===== config.mk =====
export PLATFORM = sky130hd
export DESIGN_NAME = id_ex_skid_stage
export DESIGN_NICKNAME = d
export VERILOG_FILES = /design/src/rtl/pipe_pkg.sv /design/src/rtl/pipe_slot.sv /design/src/rtl/id_ex_skid_stage.sv
export SDC_FILE = /design/constraint.sdc
export NUM_CORES = 1
export LEC_CHECK = 0
export CAP_MARGIN = 20
export CORE_MARGIN = 2
export CORE_UTILIZATION = 50
export CTS_CLUSTER_DIAMETER = 80
export DETAILED_ROUTE_END_ITERATION = 10
export PLACE_DENSITY = 0.91
export SLEW_MARGIN = 0
export SYNTH_ARGS = -nofsm -noshare
export SYNTH_HDL_FRONTEND = slang
export SYNTH_SLANG_ARGS = --single-unit

===== constraint.sdc =====
create_clock -name i_clk -period 3.3 [get_ports i_clk]
set_input_delay 0.33 -clock i_clk [delete_from_list [all_inputs] [get_ports i_clk]]
set_output_delay 0.33 -clock i_clk [all_outputs]
set_load 0.01 [all_outputs]

===== src/rtl/pipe_pkg.sv =====
// Shared definitions for the ID/EX pipeline stage: occupancy-encoded state and control bit map.
package pipe_pkg;

   typedef enum logic [1:0] {
      ST_EMPTY = 2'd0,
      ST_ONE   = 2'd1,
      ST_TWO   = 2'd2
   } state_e;

   localparam int unsigned CTRL_REG_WRITE  = 0;
   localparam int unsigned CTRL_ALU_SRC    = 1;
   localparam int unsigned CTRL_MEM_READ   = 2;
   localparam int unsigned CTRL_MEM_WRITE  = 3;
   localparam int unsigned CTRL_MEM_TO_REG = 4;
   localparam int unsigned CTRL_BRANCH     = 5;
   localparam int unsigned CTRL_ALU_OP_LO  = 6;
   localparam int unsigned CTRL_ALU_OP_HI  = 7;

   // State encoding doubles as the number of held entries.
   function automatic logic [1:0] state_occ(input state_e s);
      return 2'(s);
   endfunction

endpackage


===== src/rtl/pipe_slot.sv =====
// One pipeline payload register; clear zeroes only the side-effecting (kill) fields.
module pipe_slot #(
   parameter int unsigned DATA_W = 1,
   parameter int unsigned KILL_W = 1
) (
   input  logic              i_clk,
   input  logic              i_reset,
   input  logic              i_load,
   input  logic              i_clear,
   input  logic [DATA_W-1:0] i_data,
   input  logic [KILL_W-1:0] i_kill,
   output logic [DATA_W-1:0] o_data,
   output logic [KILL_W-1:0] o_kill
);

   logic [DATA_W-1:0] data_q;
   logic [KILL_W-1:0] kill_q;

   // Load wins over clear; data fields keep their last value when cleared.
   always_ff @(posedge i_clk) begin
      if (i_reset) begin
         data_q <= '0;
         kill_q <= '0;
      end else if (i_load) begin
         data_q <= i_data;
         kill_q <= i_kill;
      end else if (i_clear) begin
         kill_q <= '0;
      end
   end

   assign o_data = data_q;
   assign o_kill = kill_q;

endmodule


===== src/rtl/id_ex_skid_stage.sv =====
// ID/EX pipeline register with optional two-entry skid buffer and flush.
module id_ex_skid_stage
   import pipe_pkg::*;
#(
   parameter int unsigned XLEN    = 32,
   parameter int unsigned RAW     = 5,
   parameter int unsigned CTRL_W  = 8,
   parameter int unsigned SKID_EN = 1
) (
   input  logic              i_clk,
   input  logic              i_reset,
   input  logic              i_flush,
   input  logic              i_valid,
   output logic              o_ready,
   input  logic [XLEN-1:0]   i_pc,
   input  logic [XLEN-1:0]   i_instr,
   input  logic [XLEN-1:0]   i_rs1_data,
   input  logic [XLEN-1:0]   i_rs2_data,
   input  logic [XLEN-1:0]   i_imm,
   input  logic [RAW-1:0]    i_rs1,
   input  logic [RAW-1:0]    i_rs2,
   input  logic [RAW-1:0]    i_rd,
   input  logic [CTRL_W-1:0] i_ctrl,
   output logic              o_valid,
   input  logic              i_ready,
   output logic [XLEN-1:0]   o_pc,
   output logic [XLEN-1:0]   o_instr,
   output logic [XLEN-1:0]   o_rs1_data,
   output logic [XLEN-1:0]   o_rs2_data,
   output logic [XLEN-1:0]   o_imm,
   output logic [RAW-1:0]    o_rs1,
   output logic [RAW-1:0]    o_rs2,
   output logic [RAW-1:0]    o_rd,
   output logic [CTRL_W-1:0] o_ctrl,
   output logic [1:0]        o_occupancy
);

   localparam int unsigned DATA_W = 5 * XLEN + 2 * RAW;
   localparam int unsigned KILL_W = RAW + CTRL_W;

   state_e            state_q, state_d;
   logic              valid_q;
   logic              in_fire, out_fire;
   logic              main_load, main_clear, main_src_skid;
   logic [DATA_W-1:0] in_data, skid_data, main_data;
   logic [KILL_W-1:0] in_kill, skid_kill, main_kill;

   assign in_fire  = i_valid & o_ready & ~i_flush;
   assign out_fire = valid_q & i_ready;

   assign in_data = {i_pc, i_instr, i_rs1_data, i_rs2_data, i_imm, i_rs1, i_rs2};
   assign in_kill = {i_rd, i_ctrl};

   // Next state and main-slot control; flush kills everything and drops the input.
   always_comb begin
      state_d       = state_q;
      main_load     = 1'b0;
      main_clear    = 1'b0;
      main_src_skid = 1'b0;
      if (i_flush) begin
         state_d    = ST_EMPTY;
         main_clear = 1'b1;
      end else begin
         unique case (state_q)
            ST_EMPTY: begin
               if (in_fire) begin
                  state_d   = ST_ONE;
                  main_load = 1'b1;
               end
            end
            ST_ONE: begin
               if (in_fire && out_fire) begin
                  main_load = 1'b1;
               end else if (in_fire) begin
                  state_d = (SKID_EN != 0) ? ST_TWO : ST_ONE;
               end else if (out_fire) begin
                  state_d    = ST_EMPTY;
                  main_clear = 1'b1;
               end
            end
            ST_TWO: begin
               if (out_fire) begin
                  state_d       = ST_ONE;
                  main_load     = 1'b1;
                  main_src_skid = 1'b1;
               end
            end
            default: state_d = ST_EMPTY;
         endcase
      end
   end

   always_ff @(posedge i_clk) begin
      if (i_reset) begin
         state_q <= ST_EMPTY;
         valid_q <= 1'b0;
      end else begin
         state_q <= state_d;
         valid_q <= (state_d != ST_EMPTY);
      end
   end

   assign main_data = main_src_skid ? skid_data : in_data;
   assign main_kill = main_src_skid ? skid_kill : in_kill;

   pipe_slot #(.DATA_W(DATA_W), .KILL_W(KILL_W)) u_main (
      .i_clk   (i_clk),
      .i_reset (i_reset),
      .i_load  (main_load),
      .i_clear (main_clear),
      .i_data  (main_data),
      .i_kill  (main_kill),
      .o_data  ({o_pc, o_instr, o_rs1_data, o_rs2_data, o_imm, o_rs1, o_rs2}),
      .o_kill  ({o_rd, o_ctrl})
   );

   if (SKID_EN != 0) begin : g_skid
      logic ready_q;
      logic skid_load, skid_clear;

      // Skid catches the input when main is full and EX stalls.
      assign skid_load  = ~i_flush & (state_q == ST_ONE) & in_fire & ~out_fire;
      assign skid_clear = i_flush | ((state_q == ST_TWO) & out_fire);

      // Ready is registered off next state, so i_ready never reaches o_ready.
      always_ff @(posedge i_clk) begin
         if (i_reset) ready_q <= 1'b0;
         else         ready_q <= (state_d != ST_TWO);
      end

      pipe_slot #(.DATA_W(DATA_W), .KILL_W(KILL_W)) u_skid (
         .i_clk   (i_clk),
         .i_reset (i_reset),
         .i_load  (skid_load),
         .i_clear (skid_clear),
         .i_data  (in_data),
         .i_kill  (in_kill),
         .o_data  (skid_data),
         .o_kill  (skid_kill)
      );

      assign o_ready = ready_q;
   end else begin : g_noskid
      assign skid_data = '0;
      assign skid_kill = '0;
      assign o_ready   = ~valid_q | i_ready;
   end

   assign o_valid     = valid_q;
   assign o_occupancy = state_occ(state_q);

endmodule


-- Word level (Yosys, flattened, before mapping)
Cells that the tools add are included.
- input port bits: 188
- logic and storage cells: 49
- output and inout bits: 187
- register bits after elaboration: 370
- equality and inequality tests: 3
- bitwise logic cells: 10
- reductions and logical operators: 5
- muxes and demuxes: 24
- operators with widths (kind ; number):
    170-bit 2-to-1 mux ; 1
    13-bit 2-to-1 mux ; 5
    2-bit 2-to-1 mux ; 6
    1-bit 2-to-1 mux ; 10
    1-bit AND ; 7
    2-bit one-hot mux with 3 select lines ; 1
    2-bit nonzero test ; 3
    1-bit one-hot mux with 3 select lines ; 1
    2-bit by 1-bit equality test with 1-bit output (second input constant) ; 1
    2-bit equality test (second input constant) ; 1
    2-bit logical NOT ; 1
    2-bit inequality test (second input constant) ; 1
    1-bit inverter ; 2
    1-bit logical AND ; 1
    1-bit OR ; 1

-- Depth between registers and ports, before layout
- depth after elaboration: 8
- depth in mapped cells: 7
- depth with buffers taken out: 4

-- By module
A second synthesis with hierarchy kept.
- cells, all modules: 1447
- area total of the unflattened synthesis: 15861.5 um2
- by module, submodules not included (module ; cells each ; instances ; sequential area each (um2) ; area each (um2)):
    pipe_slot ; 606 ; 2 ; 3663.5 ; 6666.4
    id_ex_skid_stage ; 235 ; 1 ; 80.1 ; 2528.7

-- Worst setup path before layout
Ideal clock, no wire load.
- kind: register to register
- start point: register state_q[1], in the netlist o_occupancy[1]
- end point: register u_main.data_q[38], in the netlist u_main.o_data[38]
- slack: 1.719 ns
- data arrival time: 1.435 ns
- buffers on the path: 2
- library setup time: 0.146 ns
- required time: 3.154 ns
- cell stages (with the launch flop): 6
- clock period less this slack: 1.581 ns
- cells stage by stage: dfxtp_1 nand4b_1 o22ai_2 buf_2 buf_2 a211oi_2
- cells in the longest elaborated chain, start to end: 4
- elaborated cells between the ends (all ways): 8
- classes of those cells: eq/ne (2); mux (5); reduce/logical (1)
- ends and longest elaborated chain (what ; RTL line ; text):
    from (decl) ; id_ex_skid_stage.sv:41 ; state_e state_q, state_d;
    from (signal assigned) ; id_ex_skid_stage.sv:98 ; state_q <= state_d;
    2-bit equality test ; id_ex_skid_stage.sv:64 ; unique case (state_q)
    1-bit 2-to-1 mux ; id_ex_skid_stage.sv:64 ;
    1-bit 2-to-1 mux ; id_ex_skid_stage.sv:60 ; if (i_flush) begin
    170-bit 2-to-1 mux ; id_ex_skid_stage.sv:103 ; assign main_data = main_src_skid ? skid_data : in_data;
    to (signal assigned) ; pipe_slot.sv:25 ; data_q <= i_data;
    to (decl) ; pipe_slot.sv:16 ; logic [DATA_W-1:0] data_q;
Parallel ways exist; a longest one is shown, timed or not.
A chain may end at the register's enable or synchronous reset.

-- Worst setup path in the final report
- start point: register state_q[1], in the netlist o_occupancy[1]
- end point: register u_main.data_q[51], in the netlist u_main.o_data[51]
The elaborated chain is that of the path after synthesis.

==> flow_metrics.py <==
metrics = {
    "logic_synthesis": {
        "netlist-cell-type-count": 31,
        "synthesis.area_um2": 15100,
        "synth_fp_nets": 1800,
        "ys_ff_latch": 370,
        "synth_top_cell_area_share": 0.490,
        "synth_cells": 1612,
        "synth_warnings": 0,
        "yosysTopAreaCell": "dfxtp_1",
        "syn_avg_cell_area_um2": 9.38,
        "seq_area_frac_synth": 0.490,
        "yosys-top-cells-area": "dfxtp_1, mux2i_1, a211oi_2",
    },
    "placed_design": {
        "io_buffers": 374,
        "dp_hpwl_mm": 27.3,
        "finalWeightedCongestion": 0.795,
    },
    "routing": {
        "avgViaCountPerCell": 5.48,
        "drt_iter0_drc": 684,
        "dr.pass1.iters": 4,
        "vias": 12800,
        "postRouteAntennaNets": 0,
        "wire_per_inst_um": 17.6,
        "drc": 0,
        "wl_mm": 41.2,
    },
    "timing": {
        "finalMaxSlewViolations": 0,
        "period_share": 0.671,
        "fin_skew_ns": 0.0182,
        "tightest_slew_ns": 0.804,
        "setup_tns_ns": 0,
        "hold_viol": 0,
        "setup_viol_count_final": 0,
        "min_period_ns": 2.22,
        "fmax_ghz": 0.451,
        "relSlewSlack": 0.464,
        "rsz0062_at_grt": "false",
    },
    "cts": {
        "clockBufferDepth": 3,
        "clock_latency_ns": 0.52,
        "cts_max_level": 2,
        "post_cts_resized": 0,
        "numCtsBuffers": 39,
        "clockRootBuffer": "clkbuf_16",
        "clock_sinks": 370,
        "clk_pin_slew_worst_paths_ns": 0.06,
        "cts_setup_buffers": 0,
        "ctsHoldBuffers": 0,
        "tritoncts": "yes",
    },
    "run_status": {
        "outcome": "finished clean",
    },
    "worst_setup_path": {
        "reg2regPathDepth": 5,
        "arrival_ns": 2.58,
        "cp_slowest_cell": "dfxtp_1",
        "cp-end-kind": "flip-flop",
        "crit_chain": "nand4b_1 > nor2_4 > buf_12 > mux2i_1 > a211oi_2",
        "required_ns": 3.66,
        "path_class": "reg2reg",
        "worstPathMaxFanout": 83,
        "start_kind": "flip-flop",
        "critPathMaxStageDelay_ns": 0.48,
    },
    "floorplanning": {
        "core_area_um2": 29700,
        "io_pins": 375,
        "start_util": 0.509,
        "die_x_um": 178,
        "num_rows": 63,
        "dieHeight_um": 178,
        "die_area_um2": 31600,
    },
    "global_route": {
        "grt_max_degree": 114,
        "grt_pass1_vias": 13000,
        "overflow": 0,
        "antenna_found_initial": 3,
        "track_usage": 0.251,
        "grt_pass1_wl_mm": 65.0,
    },
    "job": {
        "cap_violations": 0,
    },
    "min_path": {
        "hold_path.class": "in2reg",
        "min_path_cells": 2,
    },
    "final_layout": {
        "final_common_cell": "clkdlybuf4s50_1",
        "final_cell_mix": "clkdlybuf4s50_1, dfxtp_1, nand2_1",
        "drive_gt1_frac": 0.110,
        "area_growth_pct": 34.4,
        "final_nets": 2113,
    },
    "power": {
        "p_total_uw": 9970,
        "peakVddDrop_uv": 422,
        "power_leakage_uw": 0.00643,
        "p_per_area_nw_per_um2": 491,
    },
}
==> cell usage after synthesis (all sizes together) <==
cell type    n
clkbuf      54
nand4bb      1
a221oi       1
a32oi        1
nor2b        2
o21a         2
nand2b       1
a21oi      173
o2bb2ai     13
a21boi       1
and2         2
nand4b       1
and4bb       1
mux2i      184
a211oi     170
a22oi       13
nor2       187
nand3b       1
nand2      342
a2111oi      1
buf         86
dfxtp      370
nand3        1
o22ai        1
nor4         1
nor3         2
==> metal layers <==
metal | wire length, um | share of wire | global-route usage | up-vias
li1 | - | - | - | 6180
met1 | 15700 | 0.38 | 0.277 | 6086
met2 | 20100 | 0.49 | 0.433 | 421
met3 | 3200 | 0.078 | 0.0782 | 140
met4 | 2140 | 0.052 | 0.129 | 4
met5 | 26 | 0.00063 | 0 | -
==> flip-flops by register name (all words and copies together) (netlist names) <==
name                  count
g_skid.u_skid.o_kill     13
o_valid                   1
o_occupancy               2
u_main.o_data           170
g_skid.u_skid.o_data    170
u_main.o_kill            13
o_ready                   1
==> final timing paths <==
path,from,to,slack (ns)
min reg2reg,g_skid.u_skid.o_data[37],g_skid.u_skid.o_data[37],0.45
max,o_occupancy[1],u_main.o_data[51],1.08
max reg2reg,o_occupancy[1],u_main.o_data[51],1.08
min,i_reset,g_skid.u_skid.o_kill[10],0.30
==> per-stage QoR <==
step	utilization	setup slack (ns)	hold WS (ns)	std cells	instance area, um^2
floorplan	-	1.72	0.436	1612	15100
global placement	0.642	0.830	0.441	2274	19100
detailed placement	0.642	0.743	0.446	2274	19100
CTS	0.684	1.12	0.300	2342	20300
global route	0.684	0.932	0.315	2342	20300
finish	0.684	1.08	0.299	2343	20300
==> kinds of logic after synthesis <==
family                 after synthesis  synth area share
AND/OR/NAND/NOR                    542             0.138
AO/OA/AOI/OAI                      376             0.199
flip-flops                         370             0.490
multiplexers                       184             0.122
buffers and inverters              140            0.0520
==> report_power, final <==
part           total (uW)  switching [uW]  internal (uW)
Clock                4290            1720           2570
Combinational        1030             484            544
Sequential           4660            69.4           4590
==> cell type report <==
type,instances,area (um^2)
tap,390,488
timing repair buffer,412,4220
multi-input combinational,1102,6950
antenna,1,2.50
sequential,370,7410
fill,2127,9400
clock inverter,8,95.1
clock buffer,60,1160
==> worst max-delay path: cells and delay by family (launching register included) <==
family	cells	cell delay, ns
flip-flops	1	0.48
AO/OA/AOI/OAI	1	0.10
AND/OR/NAND/NOR	2	0.55
multiplexers	1	0.32
buffers and inverters	1	0.45
No activity file was read; power rests on OpenSTA's default activity.
